==> src/rtl/dsp_mac_arbiter.sv <==
// Round-robin arbiter that time-shares one DSP48A1 MAC slice among NREQ requesters.
// Sequences opmode (clear/accumulate/hold) and returns each burst's 48-bit sum tagged with its requester ID.
module dsp_mac_arbiter #(
  parameter int NREQ    = 4,
  parameter int IDW     = 2,
  parameter int MAC_LAT = 3
) (
  input  logic                 clk,
  input  logic                 reset,
  input  logic [NREQ-1:0]      req_valid,
  input  logic [NREQ-1:0]      req_last,
  input  logic [NREQ*18-1:0]   req_a,
  input  logic [NREQ*18-1:0]   req_b,
  output logic [NREQ-1:0]      req_ready,
  output logic [17:0]          mac_a,
  output logic [17:0]          mac_b,
  output logic [7:0]           mac_opmode,
  input  logic [47:0]          mac_p,
  output logic                 res_valid,
  output logic [IDW-1:0]       res_id,
  output logic [47:0]          res_data
);

  localparam logic [7:0] OP_IDLE  = 8'h00;
  localparam logic [7:0] OP_CLEAR = 8'h01;
  localparam logic [7:0] OP_ACC   = 8'h09;
  localparam logic [7:0] OP_HOLD  = 8'h08;

  typedef enum logic {IDLE, BURST} state_t;

  state_t                      state_reg;
  logic [IDW-1:0]              grant_reg;
  logic [IDW-1:0]              rr_ptr_reg;
  logic                        first_reg;
  logic [7:0]                  op_stage_reg;
  logic [MAC_LAT:0]            trk_valid_reg;
  logic [MAC_LAT:0][IDW-1:0]   trk_id_reg;

  logic [17:0]                 a_arr [NREQ];
  logic [17:0]                 b_arr [NREQ];
  logic [17:0]                 sel_a;
  logic [17:0]                 sel_b;
  logic                        beat_acc;
  logic                        beat_last;
  logic                        pick_found;
  logic [IDW-1:0]              pick_idx;
  logic [IDW-1:0]              cand;

  genvar gi;
  generate
    for (gi = 0; gi < NREQ; gi++) begin : g_req
      assign a_arr[gi]     = req_a[18*gi +: 18];
      assign b_arr[gi]     = req_b[18*gi +: 18];
      assign req_ready[gi] = (state_reg == BURST) && (grant_reg == IDW'(gi));
    end
  endgenerate

  assign sel_a     = a_arr[grant_reg];
  assign sel_b     = b_arr[grant_reg];
  assign beat_acc  = (state_reg == BURST) && req_valid[grant_reg];
  assign beat_last = beat_acc && req_last[grant_reg];

  // Search starts one past the last served requester so nobody is served twice while another waits.
  always_comb begin
    pick_found = 1'b0;
    pick_idx   = '0;
    cand       = '0;
    for (int k = 1; k <= NREQ; k++) begin
      cand = IDW'((int'(rr_ptr_reg) + k) % NREQ);
      if (!pick_found && req_valid[cand]) begin
        pick_found = 1'b1;
        pick_idx   = cand;
      end
    end
  end

  // Opmode is staged one cycle behind the operands to line up with the DSP M register.
  always_ff @(posedge clk or negedge reset) begin
    if (!reset) begin
      state_reg    <= IDLE;
      grant_reg    <= '0;
      rr_ptr_reg   <= IDW'(NREQ - 1);
      first_reg    <= 1'b0;
      mac_a        <= '0;
      mac_b        <= '0;
      op_stage_reg <= OP_IDLE;
      mac_opmode   <= OP_IDLE;
    end else begin
      mac_opmode <= op_stage_reg;
      case (state_reg)
        IDLE: begin
          mac_a        <= '0;
          mac_b        <= '0;
          op_stage_reg <= OP_IDLE;
          if (pick_found) begin
            grant_reg <= pick_idx;
            first_reg <= 1'b1;
            state_reg <= BURST;
          end
        end
        BURST: begin
          if (beat_acc) begin
            mac_a        <= sel_a;
            mac_b        <= sel_b;
            op_stage_reg <= first_reg ? OP_CLEAR : OP_ACC;
            first_reg    <= 1'b0;
            if (req_last[grant_reg]) begin
              rr_ptr_reg <= grant_reg;
              state_reg  <= IDLE;
            end
          end else begin
            mac_a        <= '0;
            mac_b        <= '0;
            op_stage_reg <= OP_HOLD;
          end
        end
        default: state_reg <= IDLE;
      endcase
    end
  end

  // Tracker's last stage coincides with the final sum on mac_p; it is captured on the next edge.
  always_ff @(posedge clk or negedge reset) begin
    if (!reset) begin
      trk_valid_reg <= '0;
      trk_id_reg    <= '0;
      res_valid     <= 1'b0;
      res_id        <= '0;
      res_data      <= '0;
    end else begin
      trk_valid_reg <= {trk_valid_reg[MAC_LAT-1:0], beat_last};
      trk_id_reg    <= {trk_id_reg[MAC_LAT-1:0], grant_reg};
      res_valid     <= trk_valid_reg[MAC_LAT];
      if (trk_valid_reg[MAC_LAT]) begin
        res_id   <= trk_id_reg[MAC_LAT];
        res_data <= mac_p;
      end
    end
  end

endmodule

==> config.mk <==
export PLATFORM = sky130hd
export DESIGN_NAME = dsp_mac_arbiter
export DESIGN_NICKNAME = d
export VERILOG_FILES = /design/src/rtl/dsp_mac_arbiter.sv
export SDC_FILE = /design/constraint.sdc
export NUM_CORES = 1
export LEC_CHECK = 0
export CAP_MARGIN = 20
export CORE_AREA = 2 2 117 119
export CTS_CLUSTER_SIZE = 30
export DETAILED_ROUTE_END_ITERATION = 10
export DIE_AREA = 0 0 119 121
export PLACE_DENSITY = 0.8
export SYNTH_ARGS = -nofsm -noshare
export SYNTH_HDL_FRONTEND = slang
export SYNTH_SLANG_ARGS = --single-unit
==> constraint.sdc <==
create_clock -name clk -period 2.83 [get_ports clk]
set_input_delay 0.283 -clock clk [delete_from_list [all_inputs] [get_ports clk]]
set_output_delay 0.283 -clock clk [all_outputs]
set_load 0.01 [all_outputs]
Word level (Yosys, flattened, before mapping)
Index checks and enable logic that the tools add are counted.
{"block": "op_classes", "div": 0, "eq_ne": 5, "reduce_logical": 16, "n_lt_le_gt_ge": 6, "shifts": 0, "n_bitwise": 2, "mux": 40, "add_sub_neg": 4, "n_mul": 0}
{"cell": "18-bit two-way mux", "n": 6}
{"cell": "18-bit binary-select mux with 2-bit select", "n": 2}
{"cell": "18-bit case mux with 2 select lines", "n": 2}
{"cell": "8-bit case mux with 2 select lines", "n": 1}
{"cell": "2-bit by 3-bit < comparator with 1-bit output (second input constant)", "n": 5}
{"cell": "1-bit two-way mux", "n": 15}
{"cell": "1-bit binary-select mux with 2-bit select", "n": 6}
{"cell": "1-bit logical AND", "n": 9}
{"cell": "2-bit two-way mux", "n": 4}
{"cell": "4-bit two-way mux", "n": 2}
{"cell": "2-bit by 1-bit adder with 2-bit output (second input constant)", "n": 2}
{"cell": "2-bit adder (second input constant)", "n": 2}
{"cell": "2-bit equality test (second input constant)", "n": 2}
{"cell": "1-bit case mux with 2 select lines", "n": 2}
{"cell": "2-bit AND reduction", "n": 2}
{"cell": "3-bit greater-or-equal comparator (second input constant)", "n": 1}
{"cell": "1-bit logical NOT", "n": 3}
{"cell": "2-bit NOT with 3-bit output", "n": 1}
{"cell": "3-bit AND reduction", "n": 1}
{"cell": "2-bit by 1-bit equality test with 1-bit output (second input constant)", "n": 1}
{"cell": "2-bit logical NOT", "n": 1}
{"cell": "2-bit by 1-bit inequality test with 1-bit output (second input constant)", "n": 1}
{"cell": "2-bit inequality test (second input constant)", "n": 1}
{"cell": "1-bit NOT", "n": 1}
{"block": "totals", "latch_bits": 0, "out_inout_bits": 99, "in_bits": 202, "romBits": 0, "elab_cells": 89, "regBits": 121, "mem_count": 0, "mem_bits_rw": 0}

Logic depth before layout (Yosys ltp)
{"block": "depth", "depth_word": 15, "ltp_mapped": 6, "ltp_nobuf": 4}

Worst setup path after synthesis
Ideal clock, no wire load.
{"block": "synth_path", "path_kind": "reg2reg", "startpoint": "reg grant_reg[0]", "endpoint": "reg mac_a[0]", "stages_incl_launch_ff": 6, "required_ps": 2712, "arrival_time_ps": 1389, "period_less_slack_ps": 1507, "n_path_buf": 3, "setup_ps": 118, "setup_slack_ps": 1323, "path_cell_list": "dfrtp_1 buf_6 buf_6 buf_6 mux4_2 nor2b_1"}
{"block": "synth_via", "elab_chain_len": 6, "word_cells_on_any_way": 9, "classes_between": "7 x mux; 1 x bitwise; 1 x reduce/logical"}
{"item": "from (decl)", "line_no": "32", "rtl": "logic [IDW-1:0] grant_reg;"}
{"item": "from (signal assigned)", "line_no": "96", "rtl": "grant_reg <= pick_idx;"}
{"item": "2-bit NOT with 3-bit output (not written as such)", "line_no": "58", "rtl": "assign sel_a = a_arr[grant_reg];"}
{"item": "18-bit binary-select mux with 2-bit select", "line_no": "58"}
{"item": "18-bit two-way mux (not written as such) (2 in series)", "line_no": "58"}
{"item": "18-bit two-way mux (*)", "line_no": "102", "rtl": "if (beat_acc) begin"}
{"item": "18-bit case mux with 2 select lines (*)", "line_no": "90", "rtl": "case (state_reg)"}
{"item": "to (signal assigned)", "line_no": "103", "rtl": "mac_a <= sel_a;"}
{"item": "to (decl)", "line_no": "15", "rtl": "output logic [17:0] mac_a,"}
Every way passes the cells marked *; elsewhere a longest branch is shown, timed or not. The select of a mux whose other input is x is not followed.
A chain may end at the register's enable or synchronous reset.

Worst setup path in the final report
{"block": "layout_path", "startpoint": "reg grant_reg[0]", "endpoint": "out req_ready[1]"}
{"block": "layout_via", "elab_chain_len": 2}
{"item": "2-bit by 1-bit equality test with 1-bit output", "line_no": "54", "rtl": "assign req_ready[gi] = (state_reg == BURST) && (grant_reg == IDW'(gi));"}
{"item": "1-bit logical AND", "line_no": "54"}
{"item": "to (decl)", "line_no": "14", "rtl": "output logic [NREQ-1:0] req_ready,"}
Every way passes these cells.

==> summary.txt <==
outcome: completed
leakage: 3.281 nW
FP Rows: 42
Largest regs: res_data (48), mac_a (18), mac_b (18)
first-pass GRT wire length: 21.13 mm
Mean Syn Cell Area: 15.89 um2
max reg flops: 48
drt wl/cell: 18.11 um
CP Buf/Inv Count: 1
# Post-CTS Setup Buffers: 0
Reg with most FFs: res_data
hold slack: 349.8 ps
antenna viol nets, final: 0
# placed instances: 755
Worst-path clk slew: 70 ps
Via-to-Cell Ratio: 4.727
Clock Path Buffers: 2
FF-to-FF path depth: 3
Post-Syn Area: 0.004815 mm2
DR vias: 3654
asr flop ratio synth: 100.0%
Least-Margin Pin Slew: 1069 ps
most frequent cells in the layout: clkdlybuf4s50_1, dfrtp_1, mux2_2, nor2b_1, mux4_2
Worst setup EP type: output pin
fraction of layout cells with a size suffix above 1: 19.80%
Starting Density: 36.79%
Clk Tree Root Cell: clkbuf_16
GRT Resource Usage Total: 19.43%
Pwr Total: 0.007436 W
Clk pwr share: 15.9%
worst hold start: trk_id_reg[5]
Hold Path End: trk_id_reg[7]
final setup fails: 0
register share of total power: 36.5%
Die X: 119 um
Final Max Tran Viols: 0
CTS buffer count: 9
DR iter-0 viols: 161
Worst Hold Depth: 0
register area share after synthesis: 56.70%
# fillers: 992
crit path kind: reg -> out
number of buffers added on ports: 294
Die Ht: 121 um
Die ar.: 0.01440 mm2
htree depth: 3
Final Cycle Share: 74.34%
RSZ-0062 raised after global routing: no
cell family with most CP delay: flip-flops
max_cap viols: 0
CP max FO: 15
largest net degree at the start of global routing: 69
setup TNS: 0 ps
Tmin final: 2104 ps
global placer's final weighted congestion: 0.8567
# DRC: 0
DRT Pass-1 Iters: 4
crit-path max cell delay: 640 ps
crit path cell chain: nand2_1, nor2_1, clkdlybuf4s50_1
critical path launch point type: flop
synth top area cells: dfrtp_1, mux4_2, mux2_2, nor2b_1, buf_4
Post-synth EDFFs: 0
worst reg2reg path endpoint: mac_a[11]
CTS tree: built
placed wire-length estimate: 11.28 mm
switch share: 30.61%
Hold Buf Count CTS: 1
Peak Freq: 475.4 MHz
worst r2r src: grant_reg[0]
pwr/cell area: 909.6 mW/mm2
CP max stage cell: dfrtp_2
vias in the first global route: 3841
fin cells: 773
routed wire length: 14.00 mm
Post-CTS Resized: 0
Cells after Synth: 303
Skew-Pair Late Insertion Delay: 330 ps
r2r setup slk: 950 ps
clock sink count: 109
skew final: 7.916 ps
total net switching power: 0.002276 W
Worst slew margin: 28.73%
critical path depth in cells: 3
FF+latch count, synth: 109
hold crit path type: reg -> reg
Max VDD drop: 0.6707 mV
P_int: 0.005160 W
largest area contributor in the netlist: dfrtp_1
final net count: 793
combinational power share: 47.7%
Yosys top cell area share: 55.61%
core area: 0.01309 mm2
# IOs: 301
Worst EP required: 2550 ps
Synth Warn #: 0
Unique masters post-synth: 31
most common cell after layout, fill and taps aside: clkdlybuf4s50_1
area grow syn2layout: 69.80%
CP arrival: 1820 ps
initial antenna violation count: 1
total gr overflow: 0
Hold Fails Final Rpt: 0
most common flop cell mapped by yosys: dfrtp_1
worst reg2reg max path, cell delays in order (launching register included):
cell and delay, ps:
dfrtp_2 640, buf_4 410, mux4_2 560, nor2b_1 140
cell families (layout without fill, tap and decap cells):
logic type             after synthesis  after routing  share of synthesized area (%)
AOI/OAI and AO/OA                   12             12                          1.715
buffers and inverters               32            320                          3.846
DFF                                109            109                          56.70
muxes                               94             94                          30.59
other                                1              7                        0.07789
and+or+nand+nor                     55             55                          7.068
stage by stage:
stage / setup slack (ps) / area (um2) / utilization [%]
after floorplan: 1323 / 4833 / -
after global placement: 889.7 / 7878 / 60.20
after detailed placement: 827.1 / 7878 / 60.20
after CTS: 692.2 / 8173 / 62.46
after global routing: 562.7 / 8173 / 62.46
final: 726.3 / 8175 / 62.48
final cells by class:
type	count	area [um2]	area share [%]
repair buffers	300	3000	36.70
flip-flops and latches	109	2734	33.44
multi-input cells	167	1918	23.46
clock buffers	10	239.0	2.923
well taps	176	220.2	2.694
clock inverters	6	46.29	0.5663
inverters	4	15.01	0.1837
diodes	1	2.502	0.03061
worst max-delay path by stage:
stage	slack, ps	endpoint	start
3_5_place_dp	830	mac_b[11]	req_valid[1]
5_1_grt	560	req_ready[1]	grant_reg[0]
6_report	730	req_ready[1]	grant_reg[0]
4_1_cts	690	req_ready[1]	grant_reg[0]
3_3_place_gp	890	grant_reg[0]	req_valid[1]
2_1_floorplan	1320	mac_a[0]	grant_reg[0]
per-layer routing:
metal / part of all wire (%) / vias up / track usage [%]
li1: - / 1654 / -
met1: 37 / 1789 / 21.59
met2: 52 / 191 / 34.05
met3: 9.4 / 20 / 7.519
met4: 1.9 / 0 / 6.771
met5: 0 / - / 0
synthesized netlist by cell type, types with 2 or more instances:
cell type and instances:
buf_2 4, a21oi_1 3, mux2i_1 5, clkbuf_1 11
nand3b_1 2, buf_4 10, buf_6 3, nor3b_1 2
nor2b_1 38, mux4_2 37, dfrtp_1 107, nor2_1 7
mux2_2 51, nand2b_1 2, inv_1 4, dfstp_2 2
power groups by stage:
stage / sequential, W / combinational (W) / clock, W
6_report: 0.00271 / 0.00354 / 0.00118
5_1_grt: 0.00282 / 0.00377 / 0.00128
4_1_cts: 0.00273 / 0.00361 / 0.00122
3_5_place_dp: 0.00276 / 0.00360 / 0
3_3_place_gp: 0.00272 / 0.00355 / 0
2_1_floorplan: 0.00280 / 0.00179 / 0
(Power assumes the default switching activity.)
